`src/rtl/riscv_pkg.sv`:
```
// Shared fetch-path definitions: datapath width, instruction size, fetch FSM
// state encoding and the buffered fetch-word layout.
package riscv_pkg;

  localparam int unsigned XLEN        = 32;
  localparam int unsigned INSTR_BYTES = 4;

  typedef enum logic [1:0] {
    RUN  = 2'd0,
    HOLD = 2'd1,
    TRAP = 2'd2
  } fetch_state_t;

  // One buffered fetch result: instruction word plus the address it came from.
  typedef struct packed {
    logic [XLEN-1:0] instr;
    logic [XLEN-1:0] pc;
  } fetch_word_t;

  // Sequential successor address; wraps naturally at the top of the space.
  function automatic logic [XLEN-1:0] next_pc(input logic [XLEN-1:0] pc);
    return pc + XLEN'(INSTR_BYTES);
  endfunction

endpackage

```
`src/rtl/fetch_skid_buffer.sv`:
```
// Two-entry FIFO holding fetched {instr, pc} words between the RAM return
// path and decode. Flush empties it on the next edge and wins over push/pop.
module fetch_skid_buffer
  import riscv_pkg::*;
(
  input  logic              clk,
  input  logic              rst_n,
  input  logic              flush,
  input  logic              push,
  input  logic [2*XLEN-1:0] push_data,
  input  logic              pop,
  output logic [2*XLEN-1:0] pop_data,
  output logic              full,
  output logic              empty
);

  logic [2*XLEN-1:0] mem_q [2];
  logic [2*XLEN-1:0] mem_d [2];
  logic              rd_ptr_q, rd_ptr_d;
  logic              wr_ptr_q, wr_ptr_d;
  logic [1:0]        count_q, count_d;
  logic              do_push, do_pop;

  // Next-state for storage, pointers and occupancy.
  always_comb begin
    do_pop   = pop && (count_q != 2'd0);
    do_push  = push && ((count_q != 2'd2) || do_pop);
    mem_d    = mem_q;
    rd_ptr_d = rd_ptr_q;
    wr_ptr_d = wr_ptr_q;
    count_d  = count_q;
    if (flush) begin
      rd_ptr_d = 1'b0;
      wr_ptr_d = 1'b0;
      count_d  = 2'd0;
    end else begin
      if (do_push) begin
        mem_d[wr_ptr_q] = push_data;
        wr_ptr_d        = ~wr_ptr_q;
      end
      if (do_pop) begin
        rd_ptr_d = ~rd_ptr_q;
      end
      if (do_push && !do_pop) begin
        count_d = count_q + 2'd1;
      end else if (do_pop && !do_push) begin
        count_d = count_q - 2'd1;
      end
    end
  end

  // Storage and pointer registers.
  always_ff @(posedge clk or negedge rst_n) begin
    if (!rst_n) begin
      for (int unsigned i = 0; i < 2; i++) begin
        mem_q[i] <= '0;
      end
      rd_ptr_q <= 1'b0;
      wr_ptr_q <= 1'b0;
      count_q  <= 2'd0;
    end else begin
      for (int unsigned i = 0; i < 2; i++) begin
        mem_q[i] <= mem_d[i];
      end
      rd_ptr_q <= rd_ptr_d;
      wr_ptr_q <= wr_ptr_d;
      count_q  <= count_d;
    end
  end

  assign pop_data = mem_q[rd_ptr_q];
  assign full     = (count_q == 2'd2);
  assign empty    = (count_q == 2'd0);

endmodule

```
`src/rtl/fetch_unit.sv`:
```
// Instruction fetch unit: presents word addresses to the RAM, tracks the one
// outstanding read, buffers returned words in a 2-entry skid buffer and hands
// them to decode with valid/ready. Redirects flush everything and refetch.
// Optional feature macro: FETCH_MISALIGN_TRAP_EN (misaligned redirect traps;
// otherwise the low two target bits are forced to zero).
module fetch_unit
  import riscv_pkg::*;
#(
  parameter logic [XLEN-1:0] RESET_PC = 32'h0000_0000
) (
  input  logic            clk,
  input  logic            rst_n,
  output logic [XLEN-1:0] pc,
  input  logic [XLEN-1:0] instruction,
  input  logic            ram_stall,
  input  logic            redirect_valid,
  input  logic [XLEN-1:0] redirect_pc,
  output logic            if_valid,
  input  logic            if_ready,
  output logic [XLEN-1:0] if_instr,
  output logic [XLEN-1:0] if_pc,
  output logic            trap_fetch
);

  fetch_state_t    state_q, state_d;
  logic [XLEN-1:0] pc_q, pc_d;
  logic [XLEN-1:0] tag_q, tag_d;
  logic            inflight_q, inflight_d;
  logic            trap_q, trap_d;

  logic            fifo_push, fifo_pop, fifo_full, fifo_empty;
  fetch_word_t     push_word, head_word;
  logic [1:0]      occ_now, occ_after;
  logic            space_ok, issue;
  logic [XLEN-1:0] target;
  logic            misaligned;

`ifdef FETCH_MISALIGN_TRAP_EN
  assign target     = redirect_pc;
  assign misaligned = (redirect_pc[1:0] != 2'b00);
`else
  assign target     = redirect_pc & ~32'h0000_0003;
  assign misaligned = 1'b0;
`endif

  // Occupancy after this cycle's pop and pending capture; a new issue needs
  // one more slot, so it is allowed only while that total stays below two.
  // Counting the same-cycle pop is what sustains one word per cycle.
  always_comb begin
    occ_now   = {fifo_full, !fifo_full && !fifo_empty};
    occ_after = occ_now - {1'b0, fifo_pop} + {1'b0, inflight_q};
    space_ok  = (occ_after < 2'd2);
    // HOLD is recorded for visibility; issue re-evaluates stall and space
    // every cycle so leaving HOLD costs no bubble.
    issue     = (state_q != TRAP) && !ram_stall && space_ok && !redirect_valid;
  end

  // Next-state for pc, in-flight tracking and the fetch FSM.
  always_comb begin
    pc_d       = pc_q;
    tag_d      = tag_q;
    inflight_d = inflight_q;
    state_d    = state_q;
    trap_d     = trap_q;
    if (redirect_valid) begin
      pc_d       = target;
      inflight_d = 1'b0;
      state_d    = misaligned ? TRAP : RUN;
      trap_d     = misaligned;
    end else begin
      inflight_d = issue;
      if (issue) begin
        tag_d = pc_q;
        pc_d  = next_pc(pc_q);
      end
      if (state_q != TRAP) begin
        state_d = (ram_stall || !space_ok) ? HOLD : RUN;
      end
    end
  end

  // Fetch FSM and address registers.
  always_ff @(posedge clk or negedge rst_n) begin
    if (!rst_n) begin
      state_q    <= RUN;
      pc_q       <= RESET_PC;
      tag_q      <= '0;
      inflight_q <= 1'b0;
      trap_q     <= 1'b0;
    end else begin
      state_q    <= state_d;
      pc_q       <= pc_d;
      tag_q      <= tag_d;
      inflight_q <= inflight_d;
      trap_q     <= trap_d;
    end
  end

  // Capture returning RAM data with its address; decode pops the head.
  always_comb begin
    fifo_push       = inflight_q && !redirect_valid;
    fifo_pop        = !fifo_empty && if_ready;
    push_word.instr = instruction;
    push_word.pc    = tag_q;
  end

  fetch_skid_buffer u_skid (
    .clk       (clk),
    .rst_n     (rst_n),
    .flush     (redirect_valid),
    .push      (fifo_push),
    .push_data (push_word),
    .pop       (fifo_pop),
    .pop_data  (head_word),
    .full      (fifo_full),
    .empty     (fifo_empty)
  );

  assign pc         = pc_q;
  assign if_valid   = !fifo_empty;
  assign if_instr   = head_word.instr;
  assign if_pc      = head_word.pc;
  assign trap_fetch = trap_q;

endmodule
```
`config.mk`:
```
export PLATFORM = sky130hd
export DESIGN_NAME = fetch_unit
export DESIGN_NICKNAME = d
export VERILOG_FILES = /design/src/rtl/riscv_pkg.sv /design/src/rtl/fetch_skid_buffer.sv /design/src/rtl/fetch_unit.sv
export SDC_FILE = /design/constraint.sdc
export NUM_CORES = 1
export LEC_CHECK = 0
export CORE_ASPECT_RATIO = 2
export CORE_MARGIN = 8
export CORE_UTILIZATION = 45
export DETAILED_ROUTE_END_ITERATION = 8
export PLACE_DENSITY = 0.73
export SETUP_SLACK_MARGIN = 0.1
export SYNTH_ARGS = -nofsm -noshare
export SYNTH_HDL_FRONTEND = slang
export SYNTH_SLANG_ARGS = --single-unit
export TNS_END_PERCENT = 10
```
`constraint.sdc`:
```
create_clock -name clk -period 5.55 [get_ports clk]
set_input_delay 0.8325 -clock clk [delete_from_list [all_inputs] [get_ports clk]]
set_output_delay 0.8325 -clock clk [all_outputs]
set_load 0.01 [all_outputs]
```
==> results.yml <==
logic_synthesis:
  synth.top_cell.area_share_pct: 55.5
  synthCells: 641
  synth_top_area_cell: "dfrtp_1"
  synthDistinctLibCells: 41
  async_flop_share_pct: 100
  ys_ff_latch: 189
  yosysWarnings: 0
  synth_area_mm2: 0.00853
  synth_ff_type: "dfrtp_1"
  syn_area_per_cell_um2: 13.3
  synth-edff-count: 0
  seq_area_frac_synth_pct: 55.5
  synth.area.top_cells: "dfrtp_1 (55%), mux2_2 (29%), xnor2_1 (1.6%), nand2_1 (1.6%), clkbuf_1 (1.2%)"
finish:
  syn_to_final_growth_pct: 28.3
  final_cell_mix: "mux2_2 (216), dfrtp_1 (188), clkdlybuf4s50_1 (157)"
  nets: 862
  drive_above_1_share_pct: 33.0
  final_common_cell: "mux2_2"
floorplanning:
  coreArea_mm2: 0.0187
  rows: 71
  io-pin-count: 167
  die_w_um: 113
  die_area_mm2: 0.0239
  die_height_um: 211
  start_util_pct: 45.7
timing:
  setup_tns_ns: 0
  final_max_slew_viol_count: 0
  setup-violations-final: 0
  fmax_mhz: 269
  min_period_over_period_pct: 67.0
  fin_skew_ns: 0.0102
  relSlewSlack_pct: 30.9
  rsz0062_at_grt: "no"
  tightestPinTransition_ns: 1.04
  hold_viol_final: 0
  period_minus_slack_ns: 3.72
critical_path:
  ff2ff_setup_slack_ns: 2.32
  cp-start-kind: "flip-flop"
  crit_slowest_cell: "dfrtp_2"
  timing.rr.start: "u_skid.count_q[1]"
  cp.required_ns: 4.72
  path_cells: "buf_4 > mux2_2 > clkdlybuf4s50_1"
  crit_family: "flip-flops"
  path_max_fanout: 39
  arrival_ns: 2.89
  end_kind: "output port"
  crit_type: "reg -> out"
  r2r-end: "pc[30]"
  cp.buffers_inverters: 2
  slowest_delay_ns: 1.05
  reg2reg_depth: 10
worst_hold_path:
  hold_path_class: "in -> async"
place:
  hpwl_um: 14800
  finalWeightedCongestion: 0.772
  io_buffers: 159
run:
  max_cap_viol_count: 0
grt:
  grt_max_degree: 101
  grt_first_pass_wirelength_um: 33400
  grt_pass1_vias: 6241
  antenna_found_initial: 1
  overflow: 0
  grt_usage_pct: 18.1
power:
  p_leak_nw: 4.63
  peakVddDrop_mv: 0.203
  power_mw: 4.68
  powerDensity_mw_per_mm2: 428
clock_tree:
  cts_hold_buf: 0
  cts_num_sinks: 189
  tritoncts.num_buffers: 17
  clockBufferDepth: 2
  htreeDepth: 4
  ctsResizeCount: 0
  root_buffer: "clkbuf_16"
  cts_tree: "built"
  worst_skew_pair.late_latency_ns: 0.42
  clkTransAtPathRegs_ns: 0.07
  post_cts_buffers: 0
outcome:
  status: "completed"
routing:
  wire_per_inst_um: 20.6
  drt_iter0_markers: 198
  route.vias.total: 5672
  ant_nets: 0
  drc_errors: 0
  drt-vias-per-instance: 5.54
  drt_first_pass_iters: 4
  routed_wirelength_um: 21100
## layout make-up
| class | count | area [um^2] |
|---|---|---|
| Sequential cell | 189 | 4730 |
| Clock inverter | 13 | 185 |
| Fill cell | 1532 | 7720 |
| Antenna cell | 1 | 2.50 |
| Inverter | 6 | 22.5 |
| Timing Repair Buffer | 167 | 1650 |
| Clock buffer | 19 | 443 |
| Tap cell | 219 | 274 |
| Multi-Input combinational cell | 410 | 3630 |
## metal layers
layer	global-route usage, %	routed length, um
met1	17.5	7510
met2	35.1	12100
met3	4.15	907
met4	8.09	524
met5	0	0
## stage by stage
| stage | cells | hold WS (ns) | setup slack (ns) | instance area, um^2 | utilization, % |
|---|---|---|---|---|---|
| 2_1_floorplan | 645 | 0.474 | 2.53 | 8540 | - |
| 3_3_place_gp | 991 | 0.481 | 1.78 | 10300 | 55.3 |
| 3_5_place_dp | 991 | 0.488 | 1.68 | 10300 | 55.3 |
| 4_1_cts | 1023 | 0.504 | 1.79 | 10900 | 58.6 |
| 5_1_grt | 1024 | 0.513 | 1.72 | 10900 | 58.6 |
| 6_report | 1024 | 0.458 | 1.83 | 10900 | 58.6 |
## worst register-to-register path, cell delays in order, from the launching register on
cell,delay (ns)
dfrtp_1,0.40
inv_1,0.16
nand2_1,0.10
and2_1,0.19
ha_1,0.30
nand2b_2,0.19
xnor3_1,0.33
buf_4,0.23
or4_1,0.71
or4_1,0.45
nand3_1,0.10
## cell families (layout without fill, tap and decap cells)
family                     count (synthesis)  count (layout)  share of synthesized area [%]
AOI/OAI and AO/OA                         37              37                           2.79
DFF                                      189             189                           55.5
xor gates and xnor gates                  20              20                           2.22
muxes                                    219             219                           28.9
other                                      1               6                         0.0440
and+or+nand+nor                          127             127                           7.98
adders and majority gates                  2               2                          0.293
buffers and inverters                     46             205                           2.33
## synthesized netlist by cell type (6+ instances only)
cell / count
o21ai_0: 19
mux2_2: 216
clkbuf_1: 28
nor3_1: 11
a22oi_1: 6
xnor2_1: 16
dfrtp_1: 189
nor4_1: 7
or4_1: 7
nor2b_1: 12
buf_2: 6
nand2_1: 37
nand3_1: 13
nor2_1: 12
inv_1: 6
## where the power goes
group | switching, mW | internal, mW | leakage, nW | total, mW
logic | 0.487 | 0.856 | 2.01 | 1.34
registers | 0.255 | 1.79 | 2.32 | 2.05
clock network | 0.522 | 0.769 | 0.304 | 1.29
## how the worst max path moves through the flow
stage                                from   endpoint  slack, ns  cells after the start
after floorplan                  if_ready     pc[27]       2.53                      8
after global placement           if_ready     pc[29]       1.78                      9
after detailed placement         if_ready     pc[30]       1.68                      9
after CTS                 u_skid.rd_ptr_q  if_pc[24]       1.79                      3
after global routing      u_skid.rd_ptr_q  if_pc[24]       1.72                      3
final                     u_skid.rd_ptr_q  if_pc[24]       1.83                      3
## registers in the layout, summed over array words and instances, names as in the netlist
name and count:
u_skid.mem_q 124, pc 30, tag_q 30, u_skid.count_q 2, inflight_q 1, u_skid.rd_ptr_q 1
u_skid.wr_ptr_q 1
(Power assumes the default switching activity.)
